--- src/rtl/rgb_pkg.sv ---
// Shared types and constants for the RGB row scanner.
//   state_t      : scanner state (IDLE, SCAN)
//   CH_R/G/B     : channel index of each colour plane in ROW_DATA / PIX_OUT
//   DEF_WIDTH    : default columns per row
//   DEF_CHANNELS : default number of colour planes
package rgb_pkg;

  typedef enum logic {
    IDLE = 1'b0,
    SCAN = 1'b1
  } state_t;

  localparam int unsigned CH_R = 0;
  localparam int unsigned CH_G = 1;
  localparam int unsigned CH_B = 2;

  localparam int unsigned DEF_WIDTH    = 16;
  localparam int unsigned DEF_CHANNELS = 3;

endpackage

--- src/rtl/rgb_col_mux.sv ---
// WIDTH:1 bit selector for one colour plane of a row.
//   row_bits : row vector, column i at bit i
//   idx      : physical column to select
//   sel_bit  : row_bits[idx]; 0 when idx is out of range
module rgb_col_mux #(
  parameter int unsigned WIDTH = 16,
  localparam int unsigned COL_W = $clog2(WIDTH)
) (
  input  logic [WIDTH-1:0] row_bits,
  input  logic [COL_W-1:0] idx,
  output logic             sel_bit
);

  // Explicit compare loop keeps non-power-of-two WIDTH safe from out-of-range indexing.
  always_comb begin
    sel_bit = 1'b0;
    for (int i = 0; i < int'(WIDTH); i++) begin
      if (idx == COL_W'(i)) sel_bit = row_bits[i];
    end
  end

endmodule

--- src/rtl/rgb_row_scanner.sv ---
// Registered row scanner: buffers one active and one pending row and emits one
// column (one bit per channel) on each PIX_EN tick, in normal or mirrored order.
//   CLK, RST_N  : clock, synchronous active-low reset
//   ROW_DATA    : CHANNELS*WIDTH row bits, channel c column i at c*WIDTH+i
//   ROW_MIRROR  : scan direction for the offered row (1 = last column first)
//   ROW_VALID   : row offered
//   ROW_READY   : row can be accepted (pending slot empty, not in reset)
//   PIX_EN      : pixel tick request
//   PIX_OUT     : current pixel, bit c = channel c
//   PIX_VALID   : single-cycle pulse when PIX_OUT/COL update
//   COL         : scan position of the pixel on PIX_OUT
//   ROW_DONE    : pulses with PIX_VALID on the last pixel of a row
module rgb_row_scanner
  import rgb_pkg::*;
#(
  parameter int unsigned WIDTH    = DEF_WIDTH,
  parameter int unsigned CHANNELS = DEF_CHANNELS,
  localparam int unsigned COL_W   = $clog2(WIDTH)
) (
  input  logic                      CLK,
  input  logic                      RST_N,
  input  logic [CHANNELS*WIDTH-1:0] ROW_DATA,
  input  logic                      ROW_MIRROR,
  input  logic                      ROW_VALID,
  output logic                      ROW_READY,
  input  logic                      PIX_EN,
  output logic [CHANNELS-1:0]       PIX_OUT,
  output logic                      PIX_VALID,
  output logic [COL_W-1:0]          COL,
  output logic                      ROW_DONE
);

  state_t                      state;
  logic [CHANNELS*WIDTH-1:0]   active_row;
  logic [CHANNELS*WIDTH-1:0]   pend_row;
  logic                        act_mirror;
  logic                        pend_mirror;
  logic                        pend_full;
  logic [COL_W-1:0]            pos;
  logic [COL_W-1:0]            phys_idx;
  logic [CHANNELS-1:0]         mux_bits;
  logic                        accept;
  logic                        last_col;

  assign ROW_READY = RST_N && !pend_full;
  assign accept    = ROW_VALID && ROW_READY;
  assign last_col  = (pos == COL_W'(WIDTH - 1));
  assign phys_idx  = act_mirror ? (COL_W'(WIDTH - 1) - pos) : pos;

  for (genvar c = 0; c < int'(CHANNELS); c++) begin : g_chan
    rgb_col_mux #(
      .WIDTH (WIDTH)
    ) u_col_mux (
      .row_bits (active_row[c*WIDTH +: WIDTH]),
      .idx      (phys_idx),
      .sel_bit  (mux_bits[c])
    );
  end

  always_ff @(posedge CLK) begin
    if (!RST_N) begin
      state       <= IDLE;
      active_row  <= '0;
      act_mirror  <= 1'b0;
      pend_row    <= '0;
      pend_mirror <= 1'b0;
      pend_full   <= 1'b0;
      pos         <= '0;
      PIX_OUT     <= '0;
      PIX_VALID   <= 1'b0;
      COL         <= '0;
      ROW_DONE    <= 1'b0;
    end else begin
      PIX_VALID <= 1'b0;
      ROW_DONE  <= 1'b0;
      unique case (state)
        IDLE: begin
          if (accept) begin
            active_row <= ROW_DATA;
            act_mirror <= ROW_MIRROR;
            pos        <= '0;
            state      <= SCAN;
          end
        end
        SCAN: begin
          if (PIX_EN) begin
            PIX_OUT   <= mux_bits;
            COL       <= pos;
            PIX_VALID <= 1'b1;
            if (last_col) begin
              ROW_DONE <= 1'b1;
              if (pend_full) begin
                active_row <= pend_row;
                act_mirror <= pend_mirror;
                pend_full  <= 1'b0;
                pos        <= '0;
              end else if (accept) begin
                // Pending slot is empty, so a same-cycle row bypasses it.
                active_row <= ROW_DATA;
                act_mirror <= ROW_MIRROR;
                pos        <= '0;
              end else begin
                state <= IDLE;
              end
            end else begin
              pos <= pos + COL_W'(1);
            end
          end
          if (accept && !(PIX_EN && last_col)) begin
            pend_row    <= ROW_DATA;
            pend_mirror <= ROW_MIRROR;
            pend_full   <= 1'b1;
          end
        end
        default: state <= IDLE;
      endcase
    end
  end

endmodule

--- config.mk ---
export PLATFORM = sky130hd
export DESIGN_NAME = rgb_row_scanner
export DESIGN_NICKNAME = d
export VERILOG_FILES = /design/src/rtl/rgb_pkg.sv /design/src/rtl/rgb_col_mux.sv /design/src/rtl/rgb_row_scanner.sv
export SDC_FILE = /design/constraint.sdc
export NUM_CORES = 1
export LEC_CHECK = 0
export BUFFER_PORTS_ARGS = -buffer_cell sky130_fd_sc_hd__clkbuf_2
export CORE_ASPECT_RATIO = 1.25
export CORE_MARGIN = 3
export CORE_UTILIZATION = 47
export CTS_CLUSTER_DIAMETER = 120
export DETAILED_ROUTE_END_ITERATION = 8
export GPL_ROUTABILITY_DRIVEN = 0
export HOLD_SLACK_MARGIN = 0.15
export PLACE_DENSITY_LB_ADDON = 0.1
export SYNTH_ARGS = -nofsm -noshare
export SYNTH_HDL_FRONTEND = slang
export SYNTH_HIERARCHICAL = 1
export SYNTH_SLANG_ARGS = --single-unit
--- constraint.sdc ---
create_clock -name CLK -period 5.3 [get_ports CLK]
set_input_delay 1.06 -clock CLK [delete_from_list [all_inputs] [get_ports CLK]]
set_output_delay 1.06 -clock CLK [all_outputs]
set_load 0.005 [all_outputs]
==> impl_metrics.py, run 1 <==
metrics = {
    "sta": {
        "final-hold-violation-count": 0,
        "holdWs_ns": 0.450,
        "tightest_slew_ns": 0.982,
        "timing_max_transition_violations_final": 0,
        "finalCritPeriodShare_pct": 60.2,
        "max_freq_ghz": 0.313,
        "rsz0062_at_grt": "no",
        "finalCriticalPeriod_ns": 3.19,
        "clock-skew-final_ns": 0.00998,
        "setup_tns_ns": 0,
        "report.final.setup_viol": 0,
        "slew-limit-headroom_pct": 34.5,
    },
    "floorplanning": {
        "start_util_pct": 49.0,
        "ioPinCount": 63,
        "floorplan.rows": 44,
        "floorplan.core_area_um2": 11800,
        "die_h_um": 130,
        "chip_width_um": 105,
        "design.die.area_um2": 13700,
    },
    "drt": {
        "m1WireLength_um": 6440,
        "vias_per_cell": 5.64,
        "route.antenna.remaining_nets": 0,
        "detailroute.via_count": 4949,
        "wl_per_cell_um": 15.4,
        "dr.pass1.iters": 5,
        "dr.max_layer_used": "met4",
        "dr.first_iter.drc_count": 240,
        "route.detailed.drc": 0,
        "routed_wirelength_um": 13500,
        "routed-wl-met2_um": 6450,
        "met3_wirelength_um": 467,
    },
    "synthesis": {
        "syn-mean-instance-area_um2": 8.45,
        "synthArstFlopShare_pct": 0,
        "mappedNetlistNets": 740,
        "synth-main-ff-cell": "sky130_fd_sc_hd__dfxtp_1",
        "ys_seq_area_share_pct": 39.0,
        "yosysUniqueCellTypes": 38,
        "netlist_area_um2": 5790,
        "yosys_warnings": 6,
        "synthCells": 686,
        "synth_edf_count": 0,
        "synth_seq_cells": 113,
    },
    "clocking": {
        "clock_tree.htree_level_count": 4,
        "clockRootBuffer": "sky130_fd_sc_hd__clkbuf_16",
        "cts_num_sinks": 113,
        "cts-root-to-sink-buffers": 2,
        "cts_made_buffers": 17,
        "post_cts.repair.setup_buffers": 0,
        "post_cts_resize_count": 0,
        "cts_tree": "yes",
        "insertion_delay_ns": 0.40,
        "cts-hold-fix-buffers": 0,
        "clock_pin_slew_reported_for_the_worst_setup_and_hold_paths_after_clock_tree_synthesis_ns": 0.05,
    },
    "worst_setup_path": {
        "end_kind": "primary output",
        "required_time_reported_for_the_critical_path_endpoint_ns": 4.24,
        "slowest_stage_delay_on_critical_path_ns": 0.38,
        "worstSetupStartpointType": "primary input",
        "highest_fanout_seen_on_the_critical_path": 53,
        "crit_arrival_ns": 2.13,
        "kind_of_critical_path": "primary input to primary output",
        "cp_cell_sequence": "buf_4, clkinv_1, nor2_1, clkbuf_2",
        "timing.critical_path.slowest_stage_cell": "sky130_fd_sc_hd__buf_4",
    },
    "global_route": {
        "grt_antenna_before_repair": 0,
        "grtUsageTotal_pct": 20.4,
        "pin_count_of_the_biggest_net_entering_global_routing": 108,
        "grt_first_pass_wirelength_um": 22800,
        "globalRouteOverflowTotal": 0,
        "via_count_of_the_first_global_routing_pass": 4651,
    },
    "min_path": {
        "hold_path_class": "flop to flop",
    },
    "final_layout": {
        "antennaDiodeCount": 0,
        "mostFrequentLayoutCells": "sky130_fd_sc_hd__nand2_1 (116), sky130_fd_sc_hd__dfxtp_1 (111), sky130_fd_sc_hd__o21ai_0 (104), sky130_fd_sc_hd__clkbuf_2 (61), sky130_fd_sc_hd__mux2i_1 (55)",
        "layout_commonest_cell": "sky130_fd_sc_hd__nand2_1",
        "instances_no_fill": 877,
        "design.final.nets": 757,
        "drive_above_1_share_pct": 15.1,
        "layout-area-overhead-vs-synth_pct": 13.7,
    },
    "placed_design": {
        "detailedPlacementHpwl_um": 8130,
        "port_buffers": 62,
        "placedCellCount": 845,
    },
    "run": {
        "max-cap-violations": 0,
    },
    "pwr": {
        "power_density_over_the_cells_nw_per_um2": 333,
        "total_leakage_power_nw": 2.87,
        "vdd.ir_drop.worst_mv": 0.232,
    },
    "run_status": {
        "outcome": "finished clean",
    },
}
[path summary, 6_finish.rpt]
kind | slack [ns] | cells after the start | end | start
min | 0.45 | 2 | pend_row[11]$_SDFFE_PN0P_ | pend_row[11]$_SDFFE_PN0P_
max reg2reg | 2.48 | 4 | active_row[5]$_SDFFE_PN0P_ | state$_SDFF_PN0_
max | 2.11 | 4 | ROW_READY | RST_N
min reg2reg | 0.45 | 2 | pend_row[11]$_SDFFE_PN0P_ | pend_row[11]$_SDFFE_PN0P_
[metal layers]
layer | track usage, % | vias to the layer above
li1 | - | 2514
met1 | 27.3 | 2345
met2 | 32.3 | 79
met3 | 4.50 | 11
met4 | 7.72 | 0
met5 | 0 | -
[synthesized netlist by cell type, types with 2 or more instances]
| library cell | n | area (µm²) |
|---|---|---|
| sky130_fd_sc_hd__a21boi_0 | 49 | 368 |
| sky130_fd_sc_hd__a21oi_1 | 17 | 85.1 |
| sky130_fd_sc_hd__a221oi_1 | 3 | 26.3 |
| sky130_fd_sc_hd__a31o_2 | 3 | 26.3 |
| sky130_fd_sc_hd__and2_1 | 2 | 12.5 |
| sky130_fd_sc_hd__and3_1 | 50 | 313 |
| sky130_fd_sc_hd__buf_2 | 9 | 45.0 |
| sky130_fd_sc_hd__buf_4 | 4 | 30.0 |
| sky130_fd_sc_hd__buf_6 | 6 | 67.6 |
| sky130_fd_sc_hd__clkbuf_1 | 53 | 199 |
| sky130_fd_sc_hd__dfxtp_1 | 113 | 2260 |
| sky130_fd_sc_hd__inv_1 | 4 | 15.0 |
| sky130_fd_sc_hd__mux2i_1 | 55 | 551 |
| sky130_fd_sc_hd__mux4_1 | 9 | 236 |
| sky130_fd_sc_hd__nand2_1 | 116 | 435 |
| sky130_fd_sc_hd__nand2b_1 | 4 | 25.0 |
| sky130_fd_sc_hd__nand3_1 | 5 | 25.0 |
| sky130_fd_sc_hd__nand4_1 | 51 | 319 |
| sky130_fd_sc_hd__nor2_1 | 2 | 7.51 |
| sky130_fd_sc_hd__nor2b_1 | 3 | 18.8 |
| sky130_fd_sc_hd__o21ai_0 | 104 | 521 |
| sky130_fd_sc_hd__o21ai_1 | 3 | 15.0 |
| sky130_fd_sc_hd__o22ai_1 | 3 | 18.8 |
| sky130_fd_sc_hd__xor2_1 | 4 | 35.0 |
[state kept, by name (all words and copies together) (netlist names)]
register     cells
COL              4
PIX_VALID        1
state            1
PIX_OUT          3
pend_full        1
active_row      48
pend_mirror      1
act_mirror       1
pos              4
pend_row        48
ROW_DONE         1
[critical path: cells and delay by family]
kind	cells	cell delay (ns)
simple gates	1	0.18
buf+inv	3	0.88
[cell type report]
class,instances,area (µm²)
Sequential cell,113,2270
Clock buffer,26,489
Inverter,5,18.8
Timing Repair Buffer,71,380
Clock inverter,6,55.1
Multi-Input combinational cell,495,3180
Tap cell,161,201
Fill cell,1131,5250
[stage by stage]
stage	util, %	worst slack, ns	total power [W]	cell area, µm²
3_3_place_gp	51.1	1.83	0.00116	6040
6_report	55.7	2.11	0.00219	6590
4_1_cts	55.7	2.08	0.00221	6590
2_1_floorplan	-	2.54	0.00110	5790
3_5_place_dp	51.1	1.76	0.00116	6040
5_1_grt	55.7	1.97	0.00229	6590
[kinds of logic (layout without fill, tap and decap cells)]
kind of cell	count (synthesis)	after routing	synth area share (%)
buffers and inverters	78	108	6.28
AO/OA/AOI/OAI	187	187	19.3
XOR/XNOR	4	4	0.605
AND/OR/NAND/NOR	239	239	20.9
multiplexers	64	64	13.6
adder cells (fa/ha/maj)	1	1	0.216
flip-flops	113	113	39.0
[power by group]
part | internal [W] | switching [W] | total [W] | leakage (nW)
Combinational | 0.0000889 | 0.000137 | 0.000226 | 1.67
Clock | 0.000677 | 0.000370 | 0.00105 | 0.272
Sequential | 0.000893 | 0.0000283 | 0.000921 | 0.920
Total | 0.00166 | 0.000535 | 0.00219 | 2.87
No activity file was read; power rests on OpenSTA's default activity.
==> run 2, diff against run 1 <==
- ABC_AREA: not set -> 1
- clock period: 5.3 -> 2.6 ns (I/O delays scaled with it)
==> run 2 against run 1 <==
Worst hold slack got worse by 0.088 ns. Non-clock buffer count increased by 10. Sequential cell count unchanged. Routed wire length decreased by 2.0%. Register-to-register slack got worse by 2.0 ns. Clock power increased by 120%. Utilization increased by 1.4 points. Critical endpoint is now PIX_OUT[2]$_SDFFE_PN0P_.
==> impl_metrics.py, run 2 <==
metrics = {
    "run_status": {
        "outcome": "finished clean",
    },
    "floorplanning": {
        "die_h_um": 126,
        "chip_width_um": 102,
        "design.die.area_um2": 12900,
        "floorplan.core_area_um2": 11200,
        "floorplan.rows": 43,
        "start_util_pct": 48.6,
        "ioPinCount": 63,
    },
    "synthesis": {
        "synth_top_area_share_pct": 41.6,
        "syn-mean-instance-area_um2": 6.56,
        "yosysUniqueCellTypes": 27,
        "synth-main-ff-cell": "sky130_fd_sc_hd__dfxtp_1",
        "synthArstFlopShare_pct": 0,
        "top_cell_type_by_total_area_after_synthesis": "sky130_fd_sc_hd__dfxtp_1",
        "yosysMostFrequentCell": "sky130_fd_sc_hd__nand2_1",
        "yosys-top-cells-count": "sky130_fd_sc_hd__nand2_1 (253), sky130_fd_sc_hd__nor2_1 (127), sky130_fd_sc_hd__dfxtp_1 (113), sky130_fd_sc_hd__nand3_1 (88), sky130_fd_sc_hd__a21oi_1 (54)",
        "netlist_area_um2": 5440,
        "yosys_warnings": 6,
        "ys_seq_area_share_pct": 41.6,
        "synth_edf_count": 0,
        "mappedNetlistNets": 884,
        "synthCells": 830,
        "synth_top_cells_by_area": "sky130_fd_sc_hd__dfxtp_1 (42%), sky130_fd_sc_hd__nand2_1 (17%), sky130_fd_sc_hd__nor2_1 (8.8%)",
        "synth_seq_cells": 113,
    },
    "sta": {
        "slew-limit-headroom_pct": 59.5,
        "finalCriticalPeriod_ns": 2.16,
        "setup_tns_ns": 0,
        "tightest_slew_ns": 0.607,
        "holdWs_ns": 0.361,
        "rsz0062_at_grt": "no",
        "max_freq_ghz": 0.462,
        "report.final.setup_viol": 0,
        "finalCritPeriodShare_pct": 83.2,
        "final-hold-violation-count": 0,
        "clock-skew-final_ns": 0.0110,
        "timing_max_transition_violations_final": 0,
    },
    "clocking": {
        "clock_pin_slew_reported_for_the_worst_setup_and_hold_paths_after_clock_tree_synthesis_ns": 0.05,
        "insertion_delay_ns": 0.41,
        "cts_tree": "yes",
        "post_cts_resize_count": 0,
        "post_cts.repair.setup_buffers": 0,
        "cts_made_buffers": 17,
        "cts-hold-fix-buffers": 0,
        "clockRootBuffer": "sky130_fd_sc_hd__clkbuf_16",
        "clock_tree.htree_level_count": 4,
        "cts-root-to-sink-buffers": 2,
        "cts_num_sinks": 113,
    },
    "placed_design": {
        "port_buffers": 62,
        "detailedPlacementHpwl_um": 8680,
    },
    "worst_setup_path": {
        "r2r_slack_ns": 0.44,
        "worstSetupStartpointType": "flop",
        "regToRegEndpoint": "PIX_OUT[2]$_SDFFE_PN0P_",
        "regToRegStartpoint": "act_mirror$_SDFFE_PN0P_",
        "crit_arrival_ns": 2.46,
        "worst-r2r-cell-count": 13,
        "critical_path.endpoint": "PIX_OUT[2]$_SDFFE_PN0P_",
        "highest_fanout_seen_on_the_critical_path": 26,
        "required_time_reported_for_the_critical_path_endpoint_ns": 2.89,
        "critical_path.startpoint": "act_mirror$_SDFFE_PN0P_",
        "end_kind": "flop",
        "kind_of_critical_path": "flop to flop",
    },
    "drt": {
        "dr.first_iter.drc_count": 218,
        "m1WireLength_um": 6030,
        "met3_wirelength_um": 593,
        "routed_wirelength_um": 13300,
        "dr.pass1.iters": 5,
        "route.detailed.drc": 0,
        "wl_per_cell_um": 12.9,
        "detailroute.via_count": 5297,
        "route.antenna.remaining_nets": 0,
        "dr.max_layer_used": "met4",
        "vias_per_cell": 5.17,
        "routed-wl-met2_um": 6500,
    },
    "final_layout": {
        "antennaDiodeCount": 0,
        "largest_registers": "active_row (48), pend_row (48)",
        "layout_commonest_cell": "sky130_fd_sc_hd__nand2_1",
        "drive_above_1_share_pct": 15.0,
        "design.final.nets": 930,
        "layout-area-overhead-vs-synth_pct": 17.5,
        "mostFrequentLayoutCells": "sky130_fd_sc_hd__nand2_1 (253), sky130_fd_sc_hd__nor2_1 (127), sky130_fd_sc_hd__dfxtp_1 (112), sky130_fd_sc_hd__nand3_1 (88), sky130_fd_sc_hd__clkbuf_2 (62)",
    },
    "global_route": {
        "grt_antenna_before_repair": 0,
        "globalRouteOverflowTotal": 0,
        "grtUsageTotal_pct": 21.7,
        "pin_count_of_the_biggest_net_entering_global_routing": 50,
        "via_count_of_the_first_global_routing_pass": 5081,
        "grt_first_pass_wirelength_um": 23100,
    },
    "pwr": {
        "total_leakage_power_nw": 2.78,
        "vdd.ir_drop.worst_mv": 0.437,
        "power_density_over_the_cells_nw_per_um2": 751,
    },
    "run": {
        "max-cap-violations": 0,
    },
    "min_path": {
        "hold_path_class": "primary input to flop",
    },
}
-- run 2: cell types whose count changed after synthesis, sizes merged, moves of 38 or more --
cell | previous run | this run
nand2 | 116 | 254
nor2 | 2 | 129
nand3 | 5 | 89
mux2i | 55 | 0
and3 | 51 | 1
a21boi | 49 | 0
nand4 | 52 | 3
o21ai | 107 | 63
inv | 4 | 46
a21oi | 17 | 55
-- run 2: area by class of cell --
type / instances / area (µm²)
Clock inverter: 9 / 103
Tap cell: 135 / 169
Multi-Input combinational cell: 616 / 2710
Clock buffer: 23 / 508
Sequential cell: 113 / 2260
Timing Repair Buffer: 81 / 465
Fill cell: 1124 / 4800
Inverter: 47 / 178
-- run 2: metal layers --
metal / global-route usage [%] / vias to the layer above
met1: 27.4 / 2429
met5: 0 / -
li1: - / 2740
met3: 4.95 / 13
met4: 6.80 / 0
met2: 36.5 / 115
-- run 2: worst min-delay path by stage --
| stage | startpoint | to | slack, ns | cells after the start |
|---|---|---|---|---|
| detailed placement | pend_row[21]$_SDFFE_PN0P_ | pend_row[21]$_SDFFE_PN0P_ | 0.45 | 2 |
| global route | ROW_DATA[22] | pend_row[22]$_SDFFE_PN0P_ | 0.35 | 3 |
| CTS | ROW_DATA[22] | pend_row[22]$_SDFFE_PN0P_ | 0.34 | 3 |
| finish | ROW_DATA[14] | pend_row[14]$_SDFFE_PN0P_ | 0.36 | 3 |
| floorplan | pend_row[2]$_SDFFE_PN0P_ | pend_row[2]$_SDFFE_PN0P_ | 0.44 | 2 |
| global placement | pend_row[22]$_SDFFE_PN0P_ | pend_row[22]$_SDFFE_PN0P_ | 0.45 | 2 |
-- run 2: through the flow --
stage / instance area (µm²) / instances / setup slack (ns) / util [%] / power [W]
after floorplan: 5440 / 830 / 0.338 / - / 0.00233
after global placement: 5780 / 992 / 0.500 / 51.7 / 0.00247
after detailed placement: 5780 / 992 / 0.473 / 51.7 / 0.00248
after CTS: 6390 / 1024 / 0.439 / 57.1 / 0.00485
after global routing: 6390 / 1024 / 0.199 / 57.1 / 0.00503
final: 6390 / 1024 / 0.437 / 57.1 / 0.00480
-- run 2: cell families after synthesis --
kind of cell	count (synthesis)	share of synthesized area, %
simple gates	492	37.5
compound gates	119	11.2
flops	113	41.6
buf+inv	101	8.85
xor+xnor	4	0.644
fa+ha+maj	1	0.230
-- run 2: worst max-delay path: stages, from the launching register on --
cell and delay, ns:
sky130_fd_sc_hd__dfxtp_1 0.49, sky130_fd_sc_hd__xor2_2 0.25, sky130_fd_sc_hd__buf_4 0.32, sky130_fd_sc_hd__inv_2 0.12
sky130_fd_sc_hd__nand3_1 0.08, sky130_fd_sc_hd__nand2_1 0.07, sky130_fd_sc_hd__nor2_1 0.12, sky130_fd_sc_hd__nor2_1 0.05
sky130_fd_sc_hd__nor2_1 0.08, sky130_fd_sc_hd__nand2_1 0.06, sky130_fd_sc_hd__nand2_1 0.08, sky130_fd_sc_hd__nand4_2 0.07
sky130_fd_sc_hd__o21ai_0 0.19, sky130_fd_sc_hd__nor2_1 0.06
-- run 2: where the power goes --
part	internal, W	switching, W	total [W]	leakage (nW)
clock network	0.00156	0.000794	0.00235	0.297
logic	0.000203	0.000362	0.000565	1.56
registers	0.00183	0.0000550	0.00188	0.922
